===== src/rtl/pipeline_hazard_unit.sv =====
// Scoreboard-based hazard and forwarding controller beside ID.
// Produces load-use stalls, branch flushes, forward selects and perf counters.
module pipeline_hazard_unit #(
    parameter int REG_BITS = 5,
    parameter int STAGES   = 3,
    parameter int ZERO_REG = 31,
    parameter int CNT_BITS = 32
) (
    input  logic                          clk,
    input  logic                          reset,
    input  logic                          id_valid,
    input  logic [REG_BITS-1:0]           id_rn,
    input  logic [REG_BITS-1:0]           id_rm,
    input  logic                          id_rn_used,
    input  logic                          id_rm_used,
    input  logic [REG_BITS-1:0]           id_rd,
    input  logic                          id_regwrite,
    input  logic                          id_is_load,
    input  logic                          id_sets_flags,
    input  logic                          id_reads_flags,
    input  logic                          ex_br_taken,
    output logic                          stall,
    output logic                          flush_if,
    output logic                          flush_id,
    output logic [$clog2(STAGES+1)-1:0]   fwd_a,
    output logic [$clog2(STAGES+1)-1:0]   fwd_b,
    output logic [$clog2(STAGES+1)-1:0]   fwd_flags,
    output logic [CNT_BITS-1:0]           stall_count,
    output logic [CNT_BITS-1:0]           flush_count
);

    localparam int FW = $clog2(STAGES+1);

    typedef struct packed {
        logic                valid;
        logic [REG_BITS-1:0] rd;
        logic                regwrite;
        logic                is_load;
        logic                sets_flags;
    } sb_entry_t;

    sb_entry_t sb [STAGES];

    logic [STAGES-1:0] hit_a;
    logic [STAGES-1:0] hit_b;
    logic [STAGES-1:0] fl_hit;
    logic              src_a_live;
    logic              src_b_live;
    logic              load_use;

    assign src_a_live = id_valid & id_rn_used
                      & (id_rn != REG_BITS'(ZERO_REG));
    assign src_b_live = id_valid & id_rm_used
                      & (id_rm != REG_BITS'(ZERO_REG));

    always_comb begin
        hit_a  = '0;
        hit_b  = '0;
        fl_hit = '0;
        for (int k = 0; k < STAGES; k++) begin
            hit_a[k]  = sb[k].valid & sb[k].regwrite
                      & (sb[k].rd == id_rn) & src_a_live;
            hit_b[k]  = sb[k].valid & sb[k].regwrite
                      & (sb[k].rd == id_rm) & src_b_live;
            fl_hit[k] = sb[k].valid & sb[k].sets_flags;
        end
    end

    assign load_use = sb[0].is_load & (hit_a[0] | hit_b[0]);
    assign stall    = load_use & ~ex_br_taken;
    assign flush_if = ex_br_taken;
    assign flush_id = ex_br_taken;

    // Scan oldest to youngest so the youngest producer wins.
    always_comb begin
        fwd_a     = '0;
        fwd_b     = '0;
        fwd_flags = '0;
        for (int k = STAGES - 1; k >= 0; k--) begin
            if (hit_a[k] && !(k == 0 && sb[0].is_load))
                fwd_a = FW'(k + 1);
            if (hit_b[k] && !(k == 0 && sb[0].is_load))
                fwd_b = FW'(k + 1);
            if (fl_hit[k] && id_reads_flags && id_valid)
                fwd_flags = FW'(k + 1);
        end
    end

    always_ff @(posedge clk) begin
        if (reset) begin
            for (int k = 0; k < STAGES; k++)
                sb[k] <= '0;
            stall_count <= '0;
            flush_count <= '0;
        end else begin
            for (int k = 1; k < STAGES; k++)
                sb[k] <= sb[k-1];
            if (id_valid && !stall && !ex_br_taken)
                sb[0] <= '{valid:      1'b1,
                           rd:         id_rd,
                           regwrite:   id_regwrite,
                           is_load:    id_is_load,
                           sets_flags: id_sets_flags};
            else
                sb[0] <= '0;
            if (stall && stall_count != '1)
                stall_count <= stall_count + CNT_BITS'(1);
            if (ex_br_taken && flush_count != '1)
                flush_count <= flush_count + CNT_BITS'(1);
        end
    end

endmodule


===== config.mk =====
export PLATFORM = sky130hd
export DESIGN_NAME = pipeline_hazard_unit
export DESIGN_NICKNAME = d
export VERILOG_FILES = /design/src/rtl/pipeline_hazard_unit.sv
export SDC_FILE = /design/constraint.sdc
export NUM_CORES = 1
export LEC_CHECK = 0
export BUFFER_PORTS_ARGS = -buffer_cell sky130_fd_sc_hd__clkbuf_2
export CORE_MARGIN = 1
export CORE_UTILIZATION = 59
export CTS_CLUSTER_DIAMETER = 40
export DETAILED_ROUTE_END_ITERATION = 12
export GPL_TIMING_DRIVEN = 0
export PLACE_DENSITY = 0.84
export SLEW_MARGIN = 5
export SYNTH_ARGS = -nofsm -noshare
export SYNTH_HDL_FRONTEND = slang
export SYNTH_SLANG_ARGS = --single-unit
export TNS_END_PERCENT = 5

===== constraint.sdc =====
create_clock -name clk -period 6.6 [get_ports clk]
set_input_delay 0.33 -clock clk [delete_from_list [all_inputs] [get_ports clk]]
set_output_delay 0.33 -clock clk [all_outputs]
set_load 0.1 [all_outputs]

==> flow_summary.rst <==
.. list-table::
   :header-rows: 1

   * - Metric
     - Value
   * - Die Wd
     - 90.1 µm
   * - Via count of the first global-routing pass
     - 3953
   * - Clk_lat worst skew
     - 0.37 ns
   * - Maximum buffer depth of the clock tree
     - 2
   * - Cell Pwr Density
     - 196 mW/mm²
   * - Setup Viol. Count Final
     - 0
   * - Final slew viol count
     - 0
   * - Synth Flop Type
     - dfxtp_1
   * - Fraction of the cycle the final worst path needs
     - 51.7%
   * - Number of cells on the worst reg-to-reg path
     - 8
   * - Die height
     - 90.1 µm
   * - Instance count of the mapped netlist
     - 512
   * - Slowest stage cell, crit path
     - or4_4
   * - Number of instances resized during post-cts repair
     - 0
   * - Clock skew after layout
     - 0.0124 ns
   * - Sum of buffers and inverters on the critical path
     - 4
   * - Standby leakage power
     - 2.08 nW
   * - Worst Setup Path Type
     - reg2out
   * - CP peak stage delay
     - 0.56 ns
   * - Maximum vdd drop
     - 0.130 mV
   * - Critical Path Stages
     - 8
   * - Number of placed I/O pins
     - 98
   * - Maximum number of pins on one net before global-route repair
     - 16
   * - Synth Cell Area
     - 0.00458 mm²
   * - Area contributors post-synth
     - dfxtp_1, edfxtp_1, xor2_1
   * - Required arrival time at the worst endpoint
     - 6.27 ns
   * - Portion of synthesized cell area occupied by the leading cell type
     - 28.0%
   * - 1st-iter DRT viols
     - 334
   * - CTS tree
     - yes
   * - CORE AREA
     - 0.00737 mm²
   * - Fraction of layout cells with a size suffix above 1
     - 19.7%
   * - Count of buffers inserted at the top-level ports
     - 97
   * - All-Layer GR Usage
     - 28.6%
   * - R2r setup slk
     - 3.34 ns
   * - Arrival time reported for the critical path endpoint
     - 3.09 ns
   * - Number of antenna violations at the first check in global routing
     - 0
   * - Number of warning messages in the yosys log
     - 0
   * - FP Rows
     - 31
   * - Total of flip-flops plus latches after synthesis
     - 89
   * - Transition time at the pin with the least slew margin
     - 1.22 ns
   * - Asr flop ratio synth
     - 0%
   * - Number of CTS-inserted buffers
     - 9
   * - Wire length of the first global-routing pass
     - 19000 µm
   * - Time the worst path needs with I/O delays and setup
     - 3.42 ns
   * - Family with the most delay on the worst path
     - buffers and inverters
   * - Cells along the critical path
     - xnor2_1 > nand4_1 > or4_4 > a211o_1 > buf_6 > clkbuf_1 > inv_1 > clkbuf_2
   * - Clock-pin slew on the worst setup and hold paths
     - 0.09 ns
   * - Relative slew slack
     - 18.2%
   * - Antenna Violating Nets Remaining
     - 0
   * - Via count
     - 4436
   * - Worst hold slack
     - 0.234 ns
   * - Routed WL
     - 11400 µm
   * - Count of unresolved DRC violations after routing
     - 0
   * - Total Negative Setup Slacks
     - 0 ns
   * - Number of fill cells in the layout
     - 564
   * - Total of max-cap violations
     - 0
   * - Total die area
     - 0.00812 mm²
   * - Post-CTS Setup Inserts
     - 0
   * - Number of standard cells in the layout, taps in and fillers out
     - 748
   * - Post-synthesis to final-layout area growth
     - 20.2%
   * - GRT overflow
     - 0
   * - Count of distinct cell types in the synthesized netlist
     - 43
   * - Run status
     - finished, final reports clean
   * - Endpoints failing hold
     - 0
   * - Crit-path max FO
     - 10
   * - Instance count after placement with tap cells included
     - 732
   * - Commonest cells in the synthesized netlist
     - dfxtp_1, nor2_1, a21oi_1
   * - Post-Syn Area per Cell
     - 8.95 µm²
   * - Utilization after layout
     - 74.7%
   * - Post-layout nets
     - 671
   * - H-tree lvl count
     - 3
   * - Portion of the post-synthesis area used by sequential elements
     - 44.4%
   * - Dominant cell type by area after synthesis
     - dfxtp_1
   * - Number of enable flip-flop cells after synthesis
     - 25
   * - Unrepaired setup endpoints after global routing
     - false
   * - Initial cell density of the core
     - 62.2%
   * - Number of sinks on the clock net
     - 89
   * - Post-CTS Hold Fix Bufs
     - 0
   * - Critical path launch point type
     - flip-flop
   * - Post-detailed-placement half-perimeter wirelength
     - 8200 µm
   * - Number of optimization iterations in the first detailed-route pass
     - 5
   * - Final antenna diode count
     - 0
   * - Achievable frequency
     - 293 MHz
   * - Final routed wire length divided by cell count
     - 15.2 µm
   * - Leading cell type by number of instances after synthesis
     - dfxtp_1
   * - Worst hold path type
     - in2reg
   * - Worst Hold Path Cells
     - 2
   * - Final Wtd Congestion
     - 0.898
   * - Ratio of routed vias to standard cells
     - 5.93
   * - Clock Root Buffer
     - clkbuf_8
   * - Critical Path Sink Type
     - output pin
## layout make-up
cell class / count / area (µm²) / area share [%]
Multi-Input combinational cell: 411 / 2470 / 44.8
Sequential cell: 89 / 2030 / 36.9
Timing Repair Buffer: 97 / 485 / 8.81
Buffer: 28 / 139 / 2.52
Clock buffer: 10 / 138 / 2.50
Tap cell: 99 / 124 / 2.25
Clock inverter: 6 / 90.1 / 1.64
Inverter: 8 / 30.0 / 0.545
## stage by stage
step / worst slack (ns) / total power, mW / cell area, µm²
after CTS: 3.20 / 1.08 / 5510
final: 3.18 / 1.08 / 5510
after global placement: 3.59 / 0.661 / 5280
after floorplan: 2.96 / 0.639 / 4670
after detailed placement: 3.57 / 0.664 / 5280
after global routing: 3.03 / 1.11 / 5510
## cells by family after synthesis
logic type | share of synthesized area, %
simple gates | 29.6
flops | 44.4
compound gates | 10.1
xor+xnor | 10.9
buf+inv | 3.69
mux | 0.737
fa+ha+maj | 0.546
other cells | 0.0819
## layer usage
metal	GRT usage, %	part of all wire (%)
met1	39.4	44
met2	45.5	48
met3	3.64	7.4
met4	11.2	1.0
met5	0	0
## final timing paths
path | start | to
setup / recovery | sb[0][3] | stall
hold / removal | id_regwrite | sb[0][2]
setup reg to reg | stall_count[10] | stall_count[1]
hold reg to reg | flush_count[18] | flush_count[18]
## report_power, final
group	leakage [nW]	total (mW)	internal, mW	switching (mW)
clock	0.109	0.427	0.224	0.203
combinational	1.19	0.0739	0.0240	0.0500
sequential	0.775	0.579	0.571	0.00854
total	2.08	1.08	0.819	0.261
## registers in the layout, indices dropped and copies added, names as in the netlist
register and count:
flush_count 32, sb 25, stall_count 32
## cell usage in the layout, fill, tap and decap left out, types with 18 or more instances in the layout
cell	instances
clkbuf_2	97
dfxtp_1	64
nor2_1	41
a21oi_1	36
nand3_1	34
nand2_1	32
xor2_1	29
xnor2_1	28
nand4_1	28
edfxtp_1	25
conb_1	25
nor2b_1	18
(Power assumes the default switching activity.)
